$ cat config.mk
export PLATFORM = sky130hd
export DESIGN_NAME = uart_receiver
export DESIGN_NICKNAME = d
export VERILOG_FILES = /design/src/rtl/uart_pkg.sv /design/src/rtl/rx_baud_gen.sv /design/src/rtl/uart_receiver.sv
export SDC_FILE = /design/constraint.sdc
export NUM_CORES = 1
export LEC_CHECK = 0
export ABC_AREA = 1
export CAP_MARGIN = 10
export CORE_MARGIN = 1
export CORE_UTILIZATION = 32
export CTS_BUF_LIST = sky130_fd_sc_hd__clkbuf_4 sky130_fd_sc_hd__clkbuf_8 sky130_fd_sc_hd__clkbuf_16
export DETAILED_ROUTE_END_ITERATION = 12
export SLEW_MARGIN = 0
export SYNTH_ARGS = -nofsm -noshare
export SYNTH_HDL_FRONTEND = slang
export SYNTH_SLANG_ARGS = --single-unit
$ cat constraint.sdc
create_clock -name clock_i -period 3.2 [get_ports clock_i]
set_input_delay 0.64 -clock clock_i [delete_from_list [all_inputs] [get_ports clock_i]]
set_output_delay 0.64 -clock clock_i [all_outputs]
set_load 0.1 [all_outputs]
$ cat src/rtl/uart_pkg.sv
// uart_pkg: constants, state encoding and baud-select encoding shared by
// the UART receive and transmit paths.
package uart_pkg;

    localparam int OVERSAMPLE   = 16;
    localparam int DATA_BITS    = 8;
    localparam int START_SAMPLE = 8;

    localparam logic [1:0] BAUD_9600   = 2'd0;
    localparam logic [1:0] BAUD_19200  = 2'd1;
    localparam logic [1:0] BAUD_57600  = 2'd2;
    localparam logic [1:0] BAUD_115200 = 2'd3;

    typedef enum logic [2:0] {
        RX_IDLE,
        RX_START,
        RX_DATA,
        RX_STOP,
        RX_WAIT_IDLE
    } rx_state_t;

endpackage

$ cat src/rtl/rx_baud_gen.sv
// rx_baud_gen: 16x oversample tick divider, restartable so ticks are
// phase-aligned to the start-bit edge.
module rx_baud_gen
    import uart_pkg::*;
#(
    parameter int DIV_0 = 326,
    parameter int DIV_1 = 163,
    parameter int DIV_2 = 54,
    parameter int DIV_3 = 27
) (
    input  logic       clock_i,
    input  logic       reset_i,
    input  logic [1:0] select,
    input  logic       restart,
    input  logic       enable,
    output logic       tick
);

    localparam int MAX_01  = (DIV_0 > DIV_1) ? DIV_0 : DIV_1;
    localparam int MAX_23  = (DIV_2 > DIV_3) ? DIV_2 : DIV_3;
    localparam int MAX_DIV = (MAX_01 > MAX_23) ? MAX_01 : MAX_23;
    localparam int CW      = $clog2(MAX_DIV);

    logic [CW-1:0] cnt;
    logic [CW-1:0] reload;

    always_comb begin
        reload = CW'(DIV_3 - 1);
        case (select)
            BAUD_9600:   reload = CW'(DIV_0 - 1);
            BAUD_19200:  reload = CW'(DIV_1 - 1);
            BAUD_57600:  reload = CW'(DIV_2 - 1);
            BAUD_115200: reload = CW'(DIV_3 - 1);
            default:     reload = CW'(DIV_3 - 1);
        endcase
    end

    assign tick = enable && (cnt == '0);

    always_ff @(posedge clock_i or posedge reset_i) begin
        if (reset_i) begin
            cnt <= '0;
        end else if (restart || !enable || cnt == '0) begin
            cnt <= reload;
        end else begin
            cnt <= cnt - 1'b1;
        end
    end

endmodule

$ cat src/rtl/uart_receiver.sv
// uart_receiver: 8N1 receiver with 16x oversampling, one-entry holding
// register and framing/overrun error pulses.
module uart_receiver
    import uart_pkg::*;
#(
    parameter int DIV_0 = 326,
    parameter int DIV_1 = 163,
    parameter int DIV_2 = 54,
    parameter int DIV_3 = 27
) (
    input  logic       clock_i,
    input  logic       reset_i,
    input  logic       uart_rx_i,
    input  logic [1:0] baudrate_select_i,
    input  logic       data_read_i,
    output logic [7:0] data_o,
    output logic       data_valid_o,
    output logic       framing_error_o,
    output logic       overrun_error_o
);

    rx_state_t state, state_nxt;

    logic       rx_meta, rx_s, rx_prev;
    logic [1:0] sel_q, sel_eff;
    logic [3:0] tcnt;
    logic [2:0] bidx;
    logic [7:0] shreg;
    logic       tick, start_edge, start_hit, bit_hit;
    logic       restart, enable, go_data, shift;
    logic       stop_ok, stop_bad, do_load, do_overrun;

    always_ff @(posedge clock_i or posedge reset_i) begin
        if (reset_i) begin
            rx_meta <= 1'b1;
            rx_s    <= 1'b1;
            rx_prev <= 1'b1;
        end else begin
            rx_meta <= uart_rx_i;
            rx_s    <= rx_meta;
            rx_prev <= rx_s;
        end
    end

    assign start_edge = ~rx_s & rx_prev;
    assign start_hit  = tick && tcnt == 4'(START_SAMPLE - 1);
    assign bit_hit    = tick && tcnt == 4'(OVERSAMPLE - 1);

    // Reload uses the live select on the start edge, the latched one after.
    assign sel_eff = (state == RX_IDLE) ? baudrate_select_i : sel_q;

    rx_baud_gen #(
        .DIV_0(DIV_0),
        .DIV_1(DIV_1),
        .DIV_2(DIV_2),
        .DIV_3(DIV_3)
    ) u_baud (
        .clock_i(clock_i),
        .reset_i(reset_i),
        .select (sel_eff),
        .restart(restart),
        .enable (enable),
        .tick   (tick)
    );

    always_ff @(posedge clock_i or posedge reset_i) begin
        if (reset_i) state <= RX_IDLE;
        else         state <= state_nxt;
    end

    always_comb begin
        state_nxt = state;
        unique case (state)
            RX_IDLE:
                if (start_edge) state_nxt = RX_START;
            RX_START:
                if (start_hit) state_nxt = rx_s ? RX_IDLE : RX_DATA;
            RX_DATA:
                if (bit_hit && bidx == 3'(DATA_BITS - 1)) state_nxt = RX_STOP;
            RX_STOP:
                if (bit_hit) state_nxt = rx_s ? RX_IDLE : RX_WAIT_IDLE;
            RX_WAIT_IDLE:
                if (rx_s) state_nxt = RX_IDLE;
            default:
                state_nxt = RX_IDLE;
        endcase
    end

    always_comb begin
        restart  = 1'b0;
        enable   = 1'b0;
        go_data  = 1'b0;
        shift    = 1'b0;
        stop_ok  = 1'b0;
        stop_bad = 1'b0;
        unique case (state)
            RX_IDLE: restart = start_edge;
            RX_START: begin
                enable  = 1'b1;
                go_data = start_hit & ~rx_s;
            end
            RX_DATA: begin
                enable = 1'b1;
                shift  = bit_hit;
            end
            RX_STOP: begin
                enable   = 1'b1;
                stop_ok  = bit_hit & rx_s;
                stop_bad = bit_hit & ~rx_s;
            end
            default: ;
        endcase
    end

    // A same-cycle read frees the register, so the new byte is not an overrun.
    assign do_load    = stop_ok & (~data_valid_o | data_read_i);
    assign do_overrun = stop_ok & data_valid_o & ~data_read_i;

    always_ff @(posedge clock_i or posedge reset_i) begin
        if (reset_i) begin
            sel_q <= 2'd0;
            tcnt  <= 4'd0;
            bidx  <= 3'd0;
            shreg <= 8'h00;
        end else begin
            if (restart) begin
                sel_q <= baudrate_select_i;
                tcnt  <= 4'd0;
            end else if (go_data) begin
                tcnt <= 4'd0;
                bidx <= 3'd0;
            end else if (tick) begin
                tcnt <= tcnt + 4'd1;
            end
            if (shift) begin
                shreg <= {rx_s, shreg[7:1]};
                bidx  <= bidx + 3'd1;
            end
        end
    end

    always_ff @(posedge clock_i or posedge reset_i) begin
        if (reset_i) begin
            data_o          <= 8'h00;
            data_valid_o    <= 1'b0;
            framing_error_o <= 1'b0;
            overrun_error_o <= 1'b0;
        end else begin
            framing_error_o <= stop_bad;
            overrun_error_o <= do_overrun;
            if (do_load) begin
                data_o       <= shreg;
                data_valid_o <= 1'b1;
            end else if (data_read_i) begin
                data_valid_o <= 1'b0;
            end
        end
    end

endmodule

==> flow_summary.toml <==
[floorplanning]
fp.dieH_um = 82.8
num_rows = 29
die_area_um2 = 6850
core-area_um2 = 6310
pin_count = 17
die_x_um = 82.8
start_util_pct = 33.1

[critical_path]
path_delay_family = "simple AND/OR/NAND/NOR gates"
critPathMaxFanout = 14
worstSetupPathType = "reg2reg"
crit_path_max_incr_delay_ns = 0.39
worst_path_max_delay_cell = "dfrtp_1"
arrival_ns = 2.13
cp.buffers_inverters = 2
path_cells = "inv_1, ha_1, nand2_2, nor2_4, nand3_4, nor2_4, nand2_2, inv_2, nand2_1, o21ai_1"
cp.required_ns = 3.43
setup.worst_path.start_class = "flip-flop"
end_kind = "flip-flop"

[logic_synthesis]
ys_ff_latch = 43
avgSynthCellArea_um2 = 8.63
seq_area_frac_synth_pct = 51.7
ys_types = 28
netlist_area_um2 = 2090
synth_nets = 255
synth_cells = 242
yosys_warnings = 0

[min_path]
worstHoldPathType = "reg2reg"

[layout]
fillers = 643
finalNonFillerCells = 344
utilization_pct = 38.5
design_area_um2 = 2430
drive_above_1_share_pct = 18.0
insertedDiodeCount = 0
fin_nets = 279
area_delta_synth_final_pct = 16.5

[clock_tree]
cts_tree = "built"
worst_skew_pair.late_latency_ns = 0.30
cts_hold_buffers = 0
cts_buffer_depth = 2
cts_buffers = 5
cts_root_buf = "clkbuf_8"
path_clk_slew_ns = 0.09
cts_sinks = 43
post_cts_buffers = 0
cts_max_level = 2
post_cts_resized = 0

[sta]
min_period_ns = 1.90
tightest_slew_ns = 0.408
finalClockSkew_ns = 0.0101
max_freq_mhz = 526
slew_violations = 0
rsz0062_at_grt = "false"
finalCritPeriodShare_pct = 59.4
setup_viol = 0
setup_tns_ns = 0
hold_violations = 0
slew_headroom_pct = 72.6

[grt]
grt_max_degree = 32
grt_pass1_wl_um = 6630
grt_overflow_total = 0
grtUsageTotal_pct = 12.7
grt_pass1_vias = 1478
antenna_found_initial = 0

[pwr]
cellLeakagePower_nw = 1.24
peakVddDrop_v = 0.000268
power_mw = 1.61
power.density_nw_per_um2 = 662

[routing]
wl_per_cell_um = 11.3
vias_per_cell = 4.54
dr.pass1.iters = 4
num_vias = 1561
drtIter0Drc = 97
drc = 0
routed_wl_um = 3880
ant_nets = 0

[place]
postPlaceCellArea_um2 = 2320
dpl.cell_count = 335
dp_hpwl_um = 2800
numPortBuffers = 16
gp_congestion = 0.761

[status]
status = "completed"

[flow_run]
max-cap-violations = 0
[cells in the final DEF (no fill, tap or decap), types with 2 or more instances in the layout]
cell type / n
nand4_2: 2
nor2_1: 22
nor2_2: 2
inv_2: 7
xor2_1: 3
o21ai_0: 3
dfrtp_1: 40
o21ai_1: 6
inv_1: 20
nand2_2: 2
nor2_4: 4
ha_1: 7
dfstp_2: 3
buf_4: 13
xnor2_1: 3
nor3_1: 4
nand2_1: 75
o21ai_2: 3
clkinvlp_4: 2
clkbuf_8: 5
clkdlybuf4s50_1: 5
nand3_1: 17
a21oi_1: 4
nand4_1: 6
[kinds of logic after synthesis]
group                    count (synthesis)  synth area share (%)
AO/OA/AOI/OAI                           19                  5.39
XOR/XNOR                                 6                  2.52
AND/OR/NAND/NOR                        137                  30.4
adder cells (fa/ha/maj)                  7                  4.19
buffers and inverters                   30                  5.75
flip-flops                              43                  51.7
[worst reg2reg max path, delay by kind of cell, from the launching register on]
family                     cells  cell delay [ns]
AOI/OAI and AO/OA              1             0.07
adders and majority gates      1             0.25
buffers and inverters          2             0.31
DFF                            1             0.39
and+or+nand+nor                6             0.83
[cell type report]
type	count	area, µm²	share of cell area [%]
Clock buffer	5	68.8	2.83
Clock inverter	3	20.0	0.823
Inverter	28	105	4.32
Multi-Input combinational cell	169	888	36.5
Sequential cell	43	1080	44.4
Tap cell	77	96.3	3.96
Timing Repair Buffer	19	175	7.20
[stage by stage]
step / setup slack (ns) / hold slack (ns)
2_1_floorplan: 1.56 / 0.345
3_3_place_gp: 1.18 / 0.349
3_5_place_dp: 1.18 / 0.350
4_1_cts: 1.29 / 0.362
5_1_grt: 1.12 / 0.371
6_report: 1.30 / 0.359
[cell usage after synthesis]
master | count | area share, %
nand4_2 | 2 | 1.2
inv_2 | 7 | 1.3
dfstp_2 | 3 | 3.8
xnor2_1 | 3 | 1.3
nor2_4 | 4 | 2.2
nor2_2 | 2 | 0.60
nand4_1 | 6 | 1.8
nor3_2 | 1 | 0.48
xor2_1 | 3 | 1.3
o21ai_2 | 3 | 1.3
a21oi_1 | 4 | 0.96
nor2_1 | 22 | 4.0
o21ai_0 | 3 | 0.72
clkbuf_1 | 1 | 0.18
a21boi_1 | 1 | 0.36
ha_1 | 7 | 4.2
inv_1 | 21 | 3.8
o21ai_1 | 6 | 1.4
buf_6 | 1 | 0.54
nand3_1 | 17 | 4.1
dfrtp_1 | 40 | 48
or2_2 | 1 | 0.30
nand3_4 | 1 | 0.84
nand2_2 | 2 | 0.60
o22ai_1 | 1 | 0.30
nand2_1 | 75 | 13
o31ai_1 | 1 | 0.36
nor3_1 | 4 | 0.96
[layer usage]
layer	track usage (%)	vias to the layer above	share of wire, %
met5	0	-	0
li1	-	812	-
met2	20.7	10	46
met1	16.7	734	50
met3	2.30	5	1.8
met4	5.17	0	1.9
[power by group]
part / internal [mW] / leakage (nW) / switching (mW) / total (mW)
Combinational: 0.201 / 0.635 / 0.366 / 0.567
Sequential: 0.636 / 0.566 / 0.0649 / 0.701
Clock: 0.152 / 0.0402 / 0.191 / 0.342
[worst paths after layout]
path	from	to	slack (ns)	cells after the start
max	u_baud.cnt[0]$_DFF_PP0_	shreg[1]$_DFFE_PP0P_	1.30	10
max reg2reg	u_baud.cnt[0]$_DFF_PP0_	shreg[1]$_DFFE_PP0P_	1.30	10
min in group asynchronous	reset_i	data_o[6]$_DFFE_PP0P_	0.58	2
min	rx_meta$_DFF_PP1_	rx_s$_DFF_PP1_	0.36	0
min reg2reg	rx_meta$_DFF_PP1_	rx_s$_DFF_PP1_	0.36	0
max in group asynchronous	reset_i	rx_meta$_DFF_PP1_	2.11	3
[sequential cells by signal, indices dropped and copies added (netlist names), 2 cells and up]
| name | cells |
|---|---|
| tcnt | 4 |
| state | 3 |
| bidx | 3 |
| shreg | 8 |
| u_baud.cnt | 9 |
| data_o | 8 |
| sel_q | 2 |
No activity file was read; power rests on OpenSTA's default activity.
